===== config.mk =====
export PLATFORM = sky130hd
export DESIGN_NAME = register_16
export DESIGN_NICKNAME = d
export VERILOG_FILES = /design/src/rtl/register_16_pkg.sv /design/src/rtl/register_16_bit_cell.sv /design/src/rtl/register_16.sv
export SDC_FILE = /design/constraint.sdc
export NUM_CORES = 1
export LEC_CHECK = 0
export ABC_AREA = 1
export CAP_MARGIN = 30
export CORE_MARGIN = 2
export CORE_UTILIZATION = 42
export CTS_BUF_LIST = sky130_fd_sc_hd__clkbuf_4 sky130_fd_sc_hd__clkbuf_8
export DETAILED_ROUTE_END_ITERATION = 7
export PLACE_DENSITY = 0.8
export SLEW_MARGIN = 20
export SYNTH_ARGS = -nofsm -noshare
export SYNTH_HDL_FRONTEND = slang
export SYNTH_SLANG_ARGS = --single-unit

===== constraint.sdc =====
create_clock -name clk -period 0.8 [get_ports clk]
set_clock_uncertainty 0.05 [all_clocks]
set_input_delay 0.08 -clock clk [delete_from_list [all_inputs] [get_ports clk]]
set_output_delay 0.08 -clock clk [all_outputs]
set_load 0.005 [all_outputs]

===== src/rtl/register_16_pkg.sv =====
// register_16_pkg: shared CPU datapath constants (WORD_WIDTH) and the word_t type
package register_16_pkg;
  localparam int WORD_WIDTH = 16;
  typedef logic [WORD_WIDTH-1:0] word_t;
endpackage


===== src/rtl/register_16_bit_cell.sv =====
// bit_cell: one storage bit with hold/load mux; ports clk, rst_n (async low), in, load, rst_val (reset level), out (flop)
module bit_cell (
  input  logic clk,
  input  logic rst_n,
  input  logic in,
  input  logic load,
  input  logic rst_val,
  output logic out
);
  logic out_d, out_q;
  always_comb out_d = load ? in : out_q;
  always_ff @(posedge clk or negedge rst_n)
    if (!rst_n) out_q <= rst_val;
    else        out_q <= out_d;
  assign out = out_q;
endmodule


===== src/rtl/register_16.sv =====
// register_16: WIDTH-bit load-enabled register of bit_cells; ports clk, rst_n (async low), in, load, out (flops, RESET_VALUE on reset)
module register_16
  import register_16_pkg::*;
#(
  parameter int               WIDTH       = WORD_WIDTH,
  parameter logic [WIDTH-1:0] RESET_VALUE = '0
) (
  input  logic             clk,
  input  logic             rst_n,
  input  logic [WIDTH-1:0] in,
  input  logic             load,
  output logic [WIDTH-1:0] out
);
  for (genvar i = 0; i < WIDTH; i++) begin : g_cell
    bit_cell u_cell (
      .clk    (clk),
      .rst_n  (rst_n),
      .in     (in[i]),
      .load   (load),
      .rst_val(RESET_VALUE[i]),
      .out    (out[i])
    );
  end
endmodule


-- Word-level counts from Yosys, hierarchy flattened
Index checks and enable logic that the tools add are counted.
- register bits: 16
- output and inout port bits: 16
- word-level logic and storage cells: 16

-- Logic depth before layout (Yosys ltp)
Gate-level depths: netlist of the first run.
- depth in word-level cells: 0
- depth in mapped cells: 5
- gate-level depth less buffers: 3

-- Worst setup path after synthesis of the first run
Ideal clock, no wire load.
- path kind: register to output
- start: register g_cell[0].u_cell.out_q
- end: output port out[0]
- arrival: 492 ps
- data required time: 670 ps
- setup slack: 178 ps
- cell stages (with the launch flop): 2
- buffers on the path: 1
- path through: dfrtp_1 > buf_4
- RTL lines (what ; line ; RTL):
    start: declaration ; register_16_bit_cell.sv:10 ; logic out_d, out_q;
    start signal: assignment ; register_16_bit_cell.sv:13 ; if (!rst_n) out_q <= rst_val;
    start signal: assignment ; register_16_bit_cell.sv:14 ; else out_q <= out_d;
    end: declaration ; register_16.sv:12 ; output logic [WIDTH-1:0] out
No word-level cell between the ends.

-- Worst setup path after layout of the first run
- start: register g_cell[1].u_cell.out_q
- end: output port out[1]
- RTL lines (what ; line):
    start: declaration ; register_16_bit_cell.sv:10
    start signal: assignment ; register_16_bit_cell.sv:13
    start signal: assignment ; register_16_bit_cell.sv:14
No word-level cell between the ends.

==> results of run 1 <==
per-stage QoR:
stage	total power, mW	utilization
3_5_place_dp	1.35	0.610
4_1_cts	1.84	0.601
6_report	1.82	0.604
2_1_floorplan	1.15	-
5_1_grt	1.91	0.604
3_3_place_gp	1.34	0.610
logic make-up after synthesis:
logic type,Yosys count,synth area share
simple gates,48,0.252
flops,16,0.524
buf+inv,20,0.224
cell type report:
type | instances | area, µm²
timing repair buffer | 47 | 369
tap | 25 | 31.3
clock buffer | 4 | 36.3
multi-input combinational | 48 | 198
sequential | 16 | 400
inverter | 1 | 8.76
fill | 174 | 683
where the power goes:
part           internal, mW  switching, mW
sequential            0.879         0.0360
clock                 0.277          0.256
combinational         0.227          0.148
path summary, 6_finish.rpt:
check                                                  from                                end  slack, ns
max                        g_cell[1].u_cell.out$_DFFE_PN0P_                             out[1]      -0.15
max reg2reg                g_cell[1].u_cell.out$_DFFE_PN0P_   g_cell[1].u_cell.out$_DFFE_PN0P_       0.02
min reg2reg                g_cell[9].u_cell.out$_DFFE_PN0P_   g_cell[9].u_cell.out$_DFFE_PN0P_       0.44
min in group clk                                      in[7]   g_cell[7].u_cell.out$_DFFE_PN0P_       0.27
max in group asynchronous                             rst_n  g_cell[15].u_cell.out$_DFFE_PN0P_       0.51
min                                                   rst_n   g_cell[4].u_cell.out$_DFFE_PN0P_       0.07
routing by layer:
metal,part of all wire,vias to the layer above,wire length (µm)
met2,0.48,28,703
met4,0.011,0,16
met3,0.090,2,132
met5,0,-,0
met1,0.42,273,608
li1,-,298,-
cell usage in the layout, fill, tap and decap left out:
cell                              instances
sky130_fd_sc_hd__buf_2                   16
sky130_fd_sc_hd__buf_4                   12
sky130_fd_sc_hd__dlygate4sd2_1            1
sky130_fd_sc_hd__clkdlybuf4s50_1         17
sky130_fd_sc_hd__inv_6                    1
sky130_fd_sc_hd__nand2_1                 41
sky130_fd_sc_hd__clkbuf_4                 3
sky130_fd_sc_hd__clkbuf_8                 1
sky130_fd_sc_hd__nand2_2                  7
sky130_fd_sc_hd__dfrtp_1                 16
sky130_fd_sc_hd__buf_12                   1
what timing repair did:
action / 4_1_cts / 5_1_grt
resized for setup: 65 / 2
endpoints found under the setup margin: 19 / 19
setup buffers: 5 / 3
endpoints found under the hold margin: 0 / 0
pin swaps: 1 / 2
==> impl_results.md, run 1 <==
- Status: finished, violations left
- Failing checks: negative setup slack
- Die Wd: roughly 47 µm
- Global routing usage on met1: 0.157
- Number of hold-slack violations in the final timing report: 0
- Share of the cycle needed by the critical path after routing: 1.19
- Slowest-stage cell, CP: sky130_fd_sc_hd__dfrtp_1
- Cell area after layout: approximately 1000 µm²
- Number of I/O pins: 35
- Skew-Pair Late Insertion Delay: about 0.28 ns
- Crit start category: register
- Detailed Route WL: ~1500 µm
- Relative slew slack: 0.868
- Worst hold slack: between 0.06 and 0.07 ns
- Critical path class: reg2out
- Clock tree from TritonCTS: done
- Wire per inst: between 10 and 15 µm
- Post-synthesis register bit count: 16
- Sum Neg Setup Slack: -2.06 ns
- Synthesized netlist cell count: 84
- Final worst-path setup slack: -0.152 ns
- Sort of element at the end of the critical path: output pin
- 1st-pass router iterations: 4
- Fraction of layout instances using a drive strength above 1: 0.353
- Most common cell in the netlist: sky130_fd_sc_hd__nand2_1
- Clock Tree Root: sky130_fd_sc_hd__clkbuf_4
- Area share of the largest cell type after synthesis: 0.524
- Antenna viol nets, final: 0
- Number of different library cells in the post-synthesis netlist: 7
- Number of I/O port buffers: 34
- Tmin final: about 0.95 ns
- DRC: 0
- Via density per instance: 4.26
- Placed instance area: between 1000 and 1500 µm²
- Post-CTS Hold Fix Bufs: 0
- Library cell with the largest summed area after synthesis: sky130_fd_sc_hd__dfrtp_1
- Post-Syn Nets: 103
- Portion of the post-synthesis area used by sequential elements: 0.524
- Number of standard-cell rows in the floorplan: 15
- Number of cells traversed by the worst register-to-register path: 3
- List of cells traversed by the critical path: buf_2
- Count of maximum capacitance violations: 0
- Initial standard-cell utilization of the core: 0.443
- Global-route layer with the greatest usage: met2
- Highest net fanout along the worst path: 2
- Post-synthesis instance area: approximately 760 µm²
- Height of the chip: 46.7 µm
- Level count of the clock H-tree: 1
- Synth cell count leaders: sky130_fd_sc_hd__nand2_1 (43), sky130_fd_sc_hd__buf_4 (16), sky130_fd_sc_hd__dfrtp_1 (16)
- Data arrival time at the worst-slack endpoint: 0.82 ns
- Final HPWL DP: approximately 1000 µm
- Power Density: between 1500 and 2000 nW/µm²
- Vias after detailed routing: around 600
- Placed Instances: approximately 130
- Final Slew Violations: 0
- Tot GR Track Use: 0.139
- Floorplan Core Area: ~1700 µm²
- Met2 layer usage reported by global route: 0.250
- GP Congestion: between 0.7 and 0.8
- LEAKAGE: around 0.57 nW
- Maximum number of pins on one net before global-route repair: 17
- Final non-filler cell total: between 100 and 150
- Slowest stage delay, CP: roughly 0.40 ns
- Clk pin slew, worst setup/hold paths: ~0.090 ns
- Antenna Diode Count: 0
- Worst setup slack before clock tree synthesis: -0.307 ns
- Met3 GRT Util: 0.0235
- Yosys Warn Count: 0
- Synth area leaders: sky130_fd_sc_hd__dfrtp_1 (52%), sky130_fd_sc_hd__nand2_1 (21%), sky130_fd_sc_hd__buf_4 (16%)
- Maximum buffer depth of the clock tree: 2
- Overflow left after global routing: 0
- Number of buffers and inverters on the critical path: 1
- First-iteration detailed-routing DRC count: 7
- Share of flip-flops with an asynchronous set or reset after synthesis: 1.00
- Final #Nets: about 140
- Dominant synthesized flop cell: sky130_fd_sc_hd__dfrtp_1
- Antenna violations before repair: 0
- Total of endpoints with negative setup slack in the final report: 16
- CP top delay family: flip-flops
- CTS Buf Count: 3
- Required time at the endpoint of the critical path: about 0.67 ns
- Worst slew pin tran: about 0.2 ns
- Sinks on Clock Net: 16
- Cell count along the critical path: 1
- Number of synthesized flops with an enable pin: 0
- Wire length of the first global-routing pass: between 2000 and 2500 µm
- Area growth syn-to-layout: 36.5%
- Vias in the first global route: 540
- Hold Crit Class: in2async
- Max FFs per register: 16
- Mean area per synthesized cell: 9.10 µm²
- Worst IR drop on VDD: between 1000 and 1500 µV
- Die Area: roughly 2200 µm²
- Timing-limited maximum frequency: around 1100 MHz
- Setup repair after global routing missed its margin: true
No activity file was read; power rests on OpenSTA's default activity.
==> inputs of run 2 (changes only) <==
- CTS_CLUSTER_DIAMETER: unset -> 60
==> results of run 2 <==
Same layout as run 1: the final DEF is identical, and so are final timing and power.
==> inputs of run 3 (changes only) <==
- CTS_CLUSTER_DIAMETER: 60 -> unset
==> results of run 3 <==
Same layout as run 1: the final DEF is identical, and so are final timing and power.
